`src/rtl/id_ex_stage.sv`:
```
// ID/EX pipeline register with load-use hazard detection, branch flush and a
// saturating count of load-use stalls.
module id_ex_stage #(
   parameter int unsigned REG_ADDR_W = 2,
   parameter int unsigned DATA_W     = 8,
   parameter int unsigned CNT_W      = 16
) (
   input  logic                  clk,
   input  logic                  rst_n,
   input  logic                  id_valid,
   input  logic [REG_ADDR_W-1:0] id_rs,
   input  logic [REG_ADDR_W-1:0] id_rt,
   input  logic [REG_ADDR_W-1:0] id_rd,
   input  logic                  id_rs_used,
   input  logic                  id_rt_used,
   input  logic                  id_regwrite,
   input  logic                  id_memread,
   input  logic                  id_memwrite,
   input  logic                  id_memtoreg,
   input  logic                  id_alusrc,
   input  logic                  id_regdst,
   input  logic [1:0]            id_aluop,
   input  logic [DATA_W-1:0]     id_rdata1,
   input  logic [DATA_W-1:0]     id_rdata2,
   input  logic [DATA_W-1:0]     id_imm,
   input  logic                  flush,
   input  logic                  cnt_clr,
   output logic                  ex_valid,
   output logic [REG_ADDR_W-1:0] ex_rs,
   output logic [REG_ADDR_W-1:0] ex_rt,
   output logic [REG_ADDR_W-1:0] ex_rd,
   output logic                  ex_regwrite,
   output logic                  ex_memread,
   output logic                  ex_memwrite,
   output logic                  ex_memtoreg,
   output logic                  ex_alusrc,
   output logic                  ex_regdst,
   output logic [1:0]            ex_aluop,
   output logic [DATA_W-1:0]     ex_rdata1,
   output logic [DATA_W-1:0]     ex_rdata2,
   output logic [DATA_W-1:0]     ex_imm,
   output logic                  stall,
   output logic [CNT_W-1:0]      stall_cnt
);

   logic hazard;
   logic bubble;
   logic cnt_sat;

   // r0 is hardwired zero, so a load targeting it never creates a dependency.
   always_comb begin
      hazard = ex_valid & ex_memread & (ex_rt != '0) & id_valid &
               ((id_rs_used & (id_rs == ex_rt)) | (id_rt_used & (id_rt == ex_rt)));
      stall  = hazard & ~flush;
      bubble = flush | stall;
      cnt_sat = &stall_cnt;
   end

   // Addresses and data are captured even on a bubble; only valid and control bits are
   // squashed, which also guarantees a stall never repeats on the following cycle.
   always_ff @(posedge clk or negedge rst_n) begin
      if (!rst_n) begin
         ex_valid    <= 1'b0;
         ex_rs       <= '0;
         ex_rt       <= '0;
         ex_rd       <= '0;
         ex_regwrite <= 1'b0;
         ex_memread  <= 1'b0;
         ex_memwrite <= 1'b0;
         ex_memtoreg <= 1'b0;
         ex_alusrc   <= 1'b0;
         ex_regdst   <= 1'b0;
         ex_aluop    <= 2'b00;
         ex_rdata1   <= '0;
         ex_rdata2   <= '0;
         ex_imm      <= '0;
      end else begin
         ex_rs     <= id_rs;
         ex_rt     <= id_rt;
         ex_rd     <= id_rd;
         ex_rdata1 <= id_rdata1;
         ex_rdata2 <= id_rdata2;
         ex_imm    <= id_imm;
         if (bubble) begin
            ex_valid    <= 1'b0;
            ex_regwrite <= 1'b0;
            ex_memread  <= 1'b0;
            ex_memwrite <= 1'b0;
            ex_memtoreg <= 1'b0;
            ex_alusrc   <= 1'b0;
            ex_regdst   <= 1'b0;
            ex_aluop    <= 2'b00;
         end else begin
            ex_valid    <= id_valid;
            ex_regwrite <= id_regwrite;
            ex_memread  <= id_memread;
            ex_memwrite <= id_memwrite;
            ex_memtoreg <= id_memtoreg;
            ex_alusrc   <= id_alusrc;
            ex_regdst   <= id_regdst;
            ex_aluop    <= id_aluop;
         end
      end
   end

   always_ff @(posedge clk or negedge rst_n) begin
      if (!rst_n) begin
         stall_cnt <= '0;
      end else if (cnt_clr) begin
         stall_cnt <= '0;
      end else if (stall && !cnt_sat) begin
         stall_cnt <= stall_cnt + {{(CNT_W-1){1'b0}}, 1'b1};
      end
   end

endmodule

```
`config.mk`:
```
export PLATFORM = sky130hd
export DESIGN_NAME = id_ex_stage
export DESIGN_NICKNAME = d
export VERILOG_FILES = /design/src/rtl/id_ex_stage.sv
export SDC_FILE = /design/constraint.sdc
export NUM_CORES = 1
export LEC_CHECK = 0
export CAP_MARGIN = 0
export CORE_MARGIN = 5
export CORE_UTILIZATION = 25
export DETAILED_ROUTE_END_ITERATION = 8
export GPL_ROUTABILITY_DRIVEN = 0
export GPL_TIMING_DRIVEN = 0
export PLACE_DENSITY = 0.62
export SLEW_MARGIN = 25
export SYNTH_ARGS = -nofsm -noshare
export SYNTH_HDL_FRONTEND = slang
export SYNTH_SLANG_ARGS = --single-unit
```
`constraint.sdc`:
```
create_clock -name clk -period 2.3 [get_ports clk]
set_input_delay 0.46 -clock clk [delete_from_list [all_inputs] [get_ports clk]]
set_output_delay 0.46 -clock clk [all_outputs]
set_load 0.03 [all_outputs]
```
==> results.md, run 1 <==
* Status: complete, no violations
* Initial antenna violation count at 0
* Area of the multi-input gates at 656.9 sq um
* Initial Util at 0.2604
* Pin count of the biggest net entering global routing at 41
* Via density at 4.537
* Critical Path Start Type: input port
* Clock sinks at 55
* Post-DP Area at 3169 sq um
* Num rows at 32
* Final Hold Viols at 0
* Inst Count DP at 363
* Core Footprint at 7807 sq um
* Max Freq at 445.1 MHz
* Area leader, netlist: dfrtp_1
* Final setup fails at 0
* Routed WL at 5435 um
* Synth warn at 0
* Post-Synthesis Net Count at 207
* FF-to-FF Start: ex_rt[1]
* Tightest Pin Transition at 0.4674 ns
* Die Wd at 100.2 um
* Peak VDD IR at 222.6 uV
* Mapped Area at 2033 sq um
* Final cell count without fillers at 380
* Fin crit share at 0.9769
* Critical Path AT at 1.79 ns
* Die Span Y at 100.2 um
* Final instance area at 3391 sq um
* Worst Clk Skew at 0.004561 ns
* DRT antenna net count at 0
* Critical path peak fanout at 11
* Core Util, Final at 0.4343
* Via count of the routed design at 1724
* Starting DRT DRC Count at 49
* Synth Area per Inst at 12.63 sq um
* MaxCap Viol Count at 0
* Power per Cell Area at 546.7 nW/um^2
* TritonRoute pass-1 iters at 4
* Seq/Total Area, Yosys at 0.6769
* Sequential Area at 1378 sq um
* Clock slew at reported path FFs at 0.10 ns
* Max Slew Vio Count at 0
* Share of the synthesized area in the top cell type at 0.6769
* GRT overflow at 0
* Yosys reg bits at 55
* Crit path time final at 2.247 ns
* Reg2Reg Setup Slack at 0.11 ns
* Htree depth at 2
* Global Route Usage Sum at 0.1061
* CTS tree: done
* Cells after synthesis at 161
* Post-synth cell types at 35
* DR WL/cell at 14.30 um
* Commonest non-fill, non-tap cell in the layout: clkdlybuf4s50_1
* Crit Path Category: in -> out
* Die area at 10040 sq um
* Clock root buffer master: clkbuf_8
* First-pass GRT wire length at 8487 um
* Fill cells at 734
* Total CTS buffers at 5
* P&R area growth vs syn at 66.77%
* Area contributors post-synth: dfrtp_1, o31ai_1, or4_1
* I/O Buffers at 99
* Layout cells sized above 1 at 0.1367
* Ports at 101
* Reg2reg end: ex_aluop[1]
* # DRC at 0
* Layout net count at 323
* Hold WC Path Type: in -> async
* FF-to-FF path depth at 11
* Most frequent cells in the layout: clkdlybuf4s50_1, dfrtp_1, a21oi_1
* Deepest clock path buffer count at 2
* Leakage Power at 1.374 nW
* HPWL after DPL at 3912 um
* N_diodes at 0
* Vias in the first global route at 1741
* Clock Latency Late Sink at 0.30 ns
* WP data required at 1.84 ns
* Crit. End Element: output pin
* Worst relative slew slack at 0.6884
==> critical path, cell delays in order <==
cell,delay (ns)
clkdlybuf4s50_1,0.48
and4b_1,0.21
nor3_2,0.06
a211o_4,0.34
inv_4,0.10
buf_6,0.13
==> registers in the layout (all words and copies together) (netlist names) <==
register     cells
ex_aluop         2
ex_alusrc        1
ex_imm           8
ex_memread       1
ex_memtoreg      1
ex_memwrite      1
ex_rd            2
ex_rdata1        8
ex_rdata2        8
ex_regdst        1
ex_regwrite      1
ex_rs            2
ex_rt            2
ex_valid         1
stall_cnt       16
==> cell families after synthesis <==
family,after synthesis,share of synthesized area
simple gates,60,0.1778
xor+xnor,3,0.01293
compound gates,30,0.09169
buf+inv,10,0.02338
fa+ha+maj,1,0.006153
flops,55,0.6769
mux,2,0.01108
==> cell usage after synthesis <==
master	n
dfrtp_1	55
a21oi_1	14
o31ai_1	10
or4_1	10
and2_1	9
nand3_1	8
nand2_1	6
nor2_1	5
nand4_1	4
clkbuf_1	3
inv_1	3
nor2b_1	3
or3_1	3
xnor2_1	3
buf_2	2
nor4_1	2
o21ai_0	2
or2_2	2
a211o_2	1
a211oi_1	1
and3_1	1
and4b_1	1
buf_1	1
buf_6	1
ha_1	1
mux2_1	1
mux2_2	1
nand2b_1	1
nand3_2	1
nand4b_1	1
nor3_1	1
o21ai_1	1
o41ai_1	1
or2_1	1
or2_4	1
==> layer usage <==
layer	track usage	part of all wire	vias up	routed length [um]
met5	0	0	-	0
met1	0.1205	0.40	838	2152
met3	0.05698	0.11	2	587
met2	0.1743	0.49	75	2663
met4	0.02798	0.0057	0	31
li1	-	-	809	-
==> how the worst max path moves through the flow <==
stage            startpoint           end  slack (ns)  cells past startpoint
2_1_floorplan  stall_cnt[0]  stall_cnt[2]         0.1                      7
3_3_place_gp          rst_n  ex_rdata1[1]       -0.99                      1
3_5_place_dp       id_valid         stall       -0.79                      7
4_1_cts            id_valid         stall        -0.1                      7
5_1_grt            ex_rt[1]   ex_aluop[1]       -0.03                     11
6_report         id_rs_used         stall        0.05                      6
==> through the flow <==
stage / setup TNS, ns / power [mW] / worst slack (ns) / hold WS [ns]
3_3_place_gp: -58.68 / 1.300 / -0.9867 / 0.5729
4_1_cts: -0.09780 / 1.890 / -0.09780 / 0.001926
6_report: 0 / 1.854 / 0.05310 / 0.007617
5_1_grt: -0.2432 / 1.951 / -0.03489 / 0.005018
3_5_place_dp: -4.593 / 1.306 / -0.7908 / 0.3438
2_1_floorplan: 0 / 1.127 / 0.09813 / 0.1644
==> where the power goes <==
part	total, mW	internal [mW]	switching (mW)
sequential	1.01	1.00	0.0133
combinational	0.284	0.146	0.139
clock	0.555	0.246	0.309
==> cell type report <==
type	count	share of cell area
tap	102	0.03764
clock buffer	6	0.02435
buffer	6	0.007749
sequential	55	0.4063
timing repair buffer	110	0.3214
multi-input combinational	96	0.1937
clock inverter	2	0.004797
inverter	3	0.004059
==> timing repair <==
action                     4_1_cts  5_1_grt
setup endpoints to repair       13       15
pin swaps                        2        3
resized for setup               13       12
setup buffers                    7        3
hold buffers                     0        0
No activity file was read; power rests on OpenSTA's default activity.
==> run 2: changes to the inputs <==
Settings changed: CAP_MARGIN 0 to 15.
==> results of run 2 <==
Final layout, timing and power as in run 1 (identical DEF).
==> run 3: changes to the inputs <==
Settings changed: MAX_ROUTING_LAYER set to met4.
==> run 3 against run 2 <==
  * Fmax up 0.17%
  * Critical path depth unchanged
  * Global-route usage increased by 0.31 points
==> results.md, run 3 (synthesized netlist as in run 1, its figures left out) <==
* Status: complete, no violations
* Most frequent cells in the layout: clkdlybuf4s50_1, dfrtp_1, a21oi_1
* Crit path time final at 2.243 ns
* Clock power frac at 0.301
* # DRC at 0
* DR WL/cell at 14.28 um
* Global Route Usage Sum at 0.1092
* Power per Cell Area at 548.1 nW/um^2
* Layout net count at 323
* Deepest clock path buffer count at 2
* Vias in the first global route at 1739
* Initial Util at 0.2604
* CTS tree: done
* MaxCap Viol Count at 0
* Cts hold-fix bufs at 0
* WP data required at 1.84 ns
* Crit. End Element: output pin
* Num rows at 32
* GRT overflow at 0
* Critical-path cell list: clkdlybuf4s50_1, and4b_1, nor3_2, a211o_4, inv_4, buf_6
* Max Slew Vio Count at 0
* Worst Clk Skew at 0.006726 ns
* Family with the most delay on the worst path: buffers and inverters
* TritonRoute pass-1 iters at 4
* Largest stage delay, worst path at 0.48 ns
* Top reg by flops: stall_cnt
* N_diodes at 0
* Via count of the routed design at 1707
* Max Freq at 445.8 MHz
* Switching share of power at 0.2506
* Clock root buffer master: clkbuf_8
* Starting DRT DRC Count at 71
* Internal power at 1.393 mW
* HPWL after DPL at 3912 um
* Die Wd at 100.2 um
* Comb pwr share at 0.153
* Switching power at 465.7 uW
* Total CTS buffers at 5
* Die Span Y at 100.2 um
* Reg2reg end: ex_aluop[1]
* Clock sinks at 55
* Core Util, Final at 0.4343
* First-pass GRT wire length at 8473 um
* Clock slew at reported path FFs at 0.10 ns
* Routed WL at 5427 um
* Peak VDD IR at 223.5 uV
* Tot Pwr at 1.858 mW
* FF-to-FF Start: ex_rt[1]
* Crit Path Category: in -> out
* Final worst slack at 0.05685 ns
* Max FFs per register at 16
* Die area at 10040 sq um
* DP Worst Slack at -0.7908 ns
* Core Footprint at 7807 sq um
* Crit path buffers/inverters at 3
* Initial antenna violation count at 0
* Htree depth at 2
* Commonest non-fill, non-tap cell in the layout: clkdlybuf4s50_1
* Tightest Pin Transition at 0.4766 ns
* Post-DP Area at 3169 sq um
* DRT antenna net count at 0
* Leakage Power at 1.374 nW
* Sequential power share at 0.546
* Final setup fails at 0
* Clock Latency Late Sink at 0.30 ns
* Crit path launch: id_rs_used
* Final instance area at 3391 sq um
* I/O Buffers at 99
* Via density at 4.492
* Final Hold Viols at 0
* P&R area growth vs syn at 66.77%
* Total stage count of the critical path at 6
* Post-Route Setup TNS at 0 ns
* CP endpoint: stall
* Critical Path AT at 1.78 ns
* Layout cells sized above 1 at 0.1367
* FF-to-FF path depth at 11
* Hold WC Path Type: in -> async
* Reg2Reg Setup Slack at 0.10 ns
* Fin crit share at 0.9753
* Critical path peak fanout at 11
* Pin count of the biggest net entering global routing at 41
* Critical Path Start Type: input port
* Ports at 101
* Worst relative slew slack at 0.6822
* Slowest CP cell: clkdlybuf4s50_1
[run 3: cell counts in the layout (fill, tap and decap cells not counted)]
No cell type changed its count.
[run 3: cell type report]
| type | count | area [sq um] |
|---|---|---|
| Fill cell | 734 | 4417 |
| Sequential cell | 55 | 1378 |
| Timing Repair Buffer | 110 | 1090 |
| Multi-Input combinational cell | 96 | 656.9 |
| Tap cell | 102 | 127.6 |
| Clock buffer | 6 | 82.58 |
| Buffer | 6 | 26.28 |
| Clock inverter | 2 | 16.27 |
| Inverter | 3 | 13.76 |
[run 3: metal layers]
| metal | global-route usage | share of wire |
|---|---|---|
| met5 | - | 0 |
| met1 | 0.1266 | 0.41 |
| met3 | 0.04726 | 0.082 |
| met2 | 0.1743 | 0.49 |
| met4 | 0.02798 | 0.0096 |
[run 3: repair_timing]
action / 4_1_cts / 5_1_grt
setup endpoints to repair: 13 / 15
endpoints found under the hold margin: 0 / 0
pin swaps: 2 / 3
buffers inserted: 7 / 3
gates resized for setup: 13 / 12
[run 3: worst min path at each step]
stage	start	end	slack (ns)	cells past startpoint
final	rst_n	stall_cnt[6]	0.004	1
after global routing	rst_n	stall_cnt[6]	0.005	1
after CTS	rst_n	ex_rdata1[7]	0.002	1
after detailed placement	rst_n	stall_cnt[6]	0.34	1
after global placement	stall_cnt[8]	stall_cnt[8]	0.57	2
after floorplan	rst_n	ex_aluop[0]	0.16	0
[run 3: metrics by stage]
stage / instances / hold WS, ns
CTS: 378 / 0.001926
global route: 380 / 0.005025
floorplan: 161 / 0.1644
finish: 380 / 0.004312
global placement: 362 / 0.5729
detailed placement: 363 / 0.3438
[run 3: worst register-to-register path, stage by stage, from the launching register on]
cell      delay [ns]
dfrtp_1         0.47
xnor2_1         0.17
nand3_1         0.13
buf_4           0.16
buf_4           0.12
buf_4           0.12
buf_4           0.12
buf_4           0.12
buf_4           0.12
a211oi_1        0.25
nor2_2          0.13
and2_1          0.18
[run 3: power by group through the flow]
stage                     registers, mW  clock network, mW  logic (mW)
after floorplan                    1.11                  0      0.0214
after global placement             1.03                  0       0.269
after detailed placement           1.03                  0       0.274
after CTS                          1.01              0.593       0.283
after global routing               1.02              0.631       0.302
final                              1.01              0.560       0.284
==> edit 1, RTL diff (flow settings as in run 3) <==
The parameter `CNT_W` goes from 16 to 18.
--- a/src/rtl/id_ex_stage.sv
+++ b/src/rtl/id_ex_stage.sv
@@ -3,7 +3,7 @@
 module id_ex_stage #(
    parameter int unsigned REG_ADDR_W = 2,
    parameter int unsigned DATA_W     = 8,
-   parameter int unsigned CNT_W      = 16
+   parameter int unsigned CNT_W      = 18
 ) (
    input  logic                  clk,
    input  logic                  rst_n,
Interface: changed (resized stall_cnt); port bits go from 101 to 103. The function was not compared with the original's and may differ.
==> edit 1 against run 3 <==
- cell count up 5.5%
- final area up 4.6%
- wire length up 6.0%
- worst setup slack better by 0.044 ns
- synthesized cell count up 6.8%
- clock skew up 0.0066 ns
- via count up 8.3%
- area after synthesis up 6.4%
- register-to-register slack better by 0.19 ns
- largest power group unchanged
- clock power up 40%
- sequential cell count up 2
- total power up 14%
- count of clock-buffer cells in the layout up 5
==> edit 1: results (changes against run 3) <==
R2R_START='stall_cnt[0]$_DFFE_PN0P_'
SYNTH_TOP_CELLS_BY_COUNT='sky130_fd_sc_hd__dfrtp_1, sky130_fd_sc_hd__a21oi_1, sky130_fd_sc_hd__and2_1, sky130_fd_sc_hd__o31ai_1, sky130_fd_sc_hd__or4_1'
CRITPATHARRIVALTIME_NS=1.74  # -0.04 ns
POST-ROUTE-CELL-AREA_UM2=3547  # +4.6%
NUMBER_OF_NETS_AT_THE_END_OF_THE_FLOW=335  # +3.7%
STATIC-LEAKAGE-POWER_nW=1.440  # +4.8%
ROUTEDLENGTHMET1_MM=2.306  # +2.6%
SYNTH_AREA_LEADERS='sky130_fd_sc_hd__dfrtp_1, sky130_fd_sc_hd__a21oi_1, sky130_fd_sc_hd__o31ai_1'
GLOBAL_ROUTE.USAGE.TOTAL=0.1157  # +0.006514
FILL_CELLS=838  # +14%
ROUTE.DETAILED.VIAS_PER_INST=4.611  # +2.6%
PWR.GROUP.SEQUENTIAL_W=0.00105  # +4%
CLK_PIN_SLEW_WORST_PATHS_NS=0.07  # -0.03 ns
NETLIST-CELL-TYPE-COUNT=33  # -5.7%
DETAILED_PLACE_HPWL_MM=4.221  # +7.9%
CP_SLOWEST_STAGE_DELAY_NS=0.45  # -0.03 ns
POWER_W=0.002110  # +14%
WORST_SETUP_SLACK_AFTER_PLACEMENT_NS=-0.7742  # +0.01660 ns
SKEW_NS=0.01330  # +0.006577 ns
MAPPEDNETLISTNETS=218  # +5.3%
GR_UTIL_MET3=0.05413  # +0.006872
MET2_USAGE=0.1756  # +0.001317
TIMING.REG2REG.SETUP_SLACK_NS=0.29  # +0.19 ns
FINALWIRELENGTH_MM=5.754  # +6.0%
PLACED_CELL_AREA_UM2=3337  # +5.3%
CLOCK_LATENCY_NS=0.34  # +0.04 ns
LARGEST_REGISTER_FFS=18  # +2
MAXIMUM_NET_FANOUT_ON_THE_CRITICAL_PATH=3  # -8
GRT_FIRST_PASS_WIRELENGTH_MM=8.990  # +6.1%
PIN_COUNT_OF_THE_BIGGEST_NET_ENTERING_GLOBAL_ROUTING=37  # -9.8%
GRT_UTIL_MET1=0.1317  # +0.005080
REGTOREGENDPOINT='stall_cnt[5]$_DFFE_PN0P_'
CTS-HTREE-LEVELS=3  # +1
DP.CELLS=383  # +5.5%
NUMBER_OF_CTS_INSERTED_BUFFERS=9  # +4
IR_WORST_VDD_uV=436.8  # +95%
DRT_ITER0_MARKERS=93  # +31%
ROUTED-WL-MET2_MM=2.938  # +9.6%
P_CLK_W=0.000786  # +40%
SYNTH_SEQ_AREA_SHARE=0.6593  # -0.01758
SLEW_HEADROOM=0.6657  # -0.01654
STATUS='finished clean'
==> edit 1: logic make-up (layout without fill, tap and decap cells) <==
logic type | Yosys count | in the layout | share of synthesized area
DFF | 57 | 57 | 0.6593
adders and majority gates | 1 | 1 | 0.005783
buffers and inverters | 11 | 132 | 0.02198
muxes | 3 | 3 | 0.01504
xor gates and xnor gates | 4 | 4 | 0.01619
AOI/OAI and AO/OA | 34 | 34 | 0.09774
and+or+nand+nor | 62 | 62 | 0.1839
==> edit 1: repair_timing <==
item,CTS,global route
pin swaps,1,1
gates resized for setup,10,5
setup buffers,2,0
endpoints found under the setup margin,1,1
hold endpoints to repair,11,0
hold buffers,1,0
==> edit 1: area by class of cell <==
class / count / share of cell area
Inverter: 6 / 0.006349
Sequential cell: 57 / 0.4021
Timing Repair Buffer: 106 / 0.2998
Buffer: 5 / 0.008818
Clock inverter: 4 / 0.005644
Multi-Input combinational cell: 104 / 0.1993
Tap cell: 108 / 0.03810
Clock buffer: 11 / 0.03986
==> edit 2, RTL diff (settings of run 3) <==
Made on the original files. Reset style: synchronous (`rst_n`), changed in 2 clocked blocks.
--- a/src/rtl/id_ex_stage.sv
+++ b/src/rtl/id_ex_stage.sv
@@ -58,7 +58,7 @@
 
    // Addresses and data are captured even on a bubble; only valid and control bits are
    // squashed, which also guarantees a stall never repeats on the following cycle.
-   always_ff @(posedge clk or negedge rst_n) begin
+   always_ff @(posedge clk) begin
       if (!rst_n) begin
          ex_valid    <= 1'b0;
          ex_rs       <= '0;
@@ -103,7 +103,7 @@
       end
    end
 
-   always_ff @(posedge clk or negedge rst_n) begin
+   always_ff @(posedge clk) begin
       if (!rst_n) begin
          stall_cnt <= '0;
       end else if (cnt_clr) begin
Behaviour: differs if rst_n is asserted again (counterexample within 4 cycles, from zero or initial values and one cycle with rst_n low); with rst_n held inactive, the same outputs for 10 cycles.
==> edit 2 against run 3 <==
- sequential cell count did not move
- worst setup slack gained 0.019 ns
- largest power group unchanged
- first-iteration DRC count grew 8.5%
- area after synthesis decreased by 2.1%
- final area is 3.1% lower
- critical path type unchanged
- count of clock-buffer cells in the layout is the same
- highest routed layer unchanged
- synthesized cell count rose by 24%
- wire length grew 6.2%
- total power up 2.9%
==> edit 2: results (changes against run 3) <==
GLOBAL_ROUTE.USAGE.TOTAL=0.1201  # +0.01092
ASYNC_SR_FLOP_FRACTION=0  # -1.000
AREA_SHARE_CLOCK_BUF_INV=0.03390  # +0.004753
SYNTH_AREA_LEADERS='sky130_fd_sc_hd__dfxtp_1, sky130_fd_sc_hd__and2_1, sky130_fd_sc_hd__or4_1'
DP.CELLS=402  # +11%
NUM-NONCLK-BUFFERS=108  # -6.9%
DETAILED_PLACE_HPWL_MM=4.390  # +12%
IR_WORST_VDD_uV=337.4  # +51%
DRT_ITER0_MARKERS=77  # +8.5%
IO_BUFFERS=100  # +1.0%
SKEW_NS=0.01339  # +0.006664 ns
SYNTH_XOR_XNOR_AREA_SHARE=0.01760  # +0.004676
PIN_COUNT_OF_THE_BIGGEST_NET_ENTERING_GLOBAL_ROUTING=18  # -56%
FINALCRITPERIODSHARE=0.9669  # -0.008379
AREA.GROWTH.SYNTH_TO_FINAL_PCT=64.99
SYNTH_TOP_CELLS_BY_COUNT='sky130_fd_sc_hd__dfxtp_1, sky130_fd_sc_hd__and2_1, sky130_fd_sc_hd__a21oi_1'
INVERTERS_EXCL_CLOCK=1  # -2
ROUTE.VIAS.TOTAL=1837  # +7.6%
SWITCHING_SHARE=0.2377  # -0.01284
MIN_PATH_TYPE='primary input to register'
CRITPATHARRIVALTIME_NS=1.76  # -0.02 ns
DIE_X_UM=99.24  # -0.94%
REG2REG_DEPTH=6  # -5
MUXSHAREOFSYNTHAREA=0.005028  # -0.006049
ROUTED-WL-MET2_MM=2.901  # +8.2%
COMBINATIONALPOWER_W=0.000265  # -7%
WL_MET3_UM=396  # -11%
PLACED_CELL_AREA_UM2=3119  # -1.6%
STATIC-LEAKAGE-POWER_nW=1.160  # -16%
STATUS='finished clean'
GRT_FIRST_PASS_WIRELENGTH_MM=9.197  # +8.5%
## edit 2: cell types whose count changed after synthesis, sizes merged, moves of 3 or more
cell / run 3 / this run
and2: 9 / 40
and4: 0 / 3
buf: 4 / 1
clkbuf: 3 / 6
dfrtp: 55 / 0
dfxtp: 0 / 55
nand2: 6 / 10
nand3: 9 / 12
o21ai: 3 / 6
o31ai: 10 / 5
or2: 4 / 0
## edit 2: how the worst min path moves through the flow
stage / depth (start not counted) / startpoint / endpoint
finish: 2 / id_rt[0] / ex_rt[0]$_SDFF_PN0_
global route: 2 / id_rt[1] / ex_rt[1]$_SDFF_PN0_
CTS: 2 / stall_cnt[11]$_SDFFE_PP0P_ / stall_cnt[11]$_SDFFE_PP0P_
detailed placement: 2 / stall_cnt[11]$_SDFFE_PP0P_ / stall_cnt[11]$_SDFFE_PP0P_
global placement: 2 / stall_cnt[11]$_SDFFE_PP0P_ / stall_cnt[11]$_SDFFE_PP0P_
floorplan: 1 / id_aluop[0] / ex_aluop[0]$_SDFF_PP0_
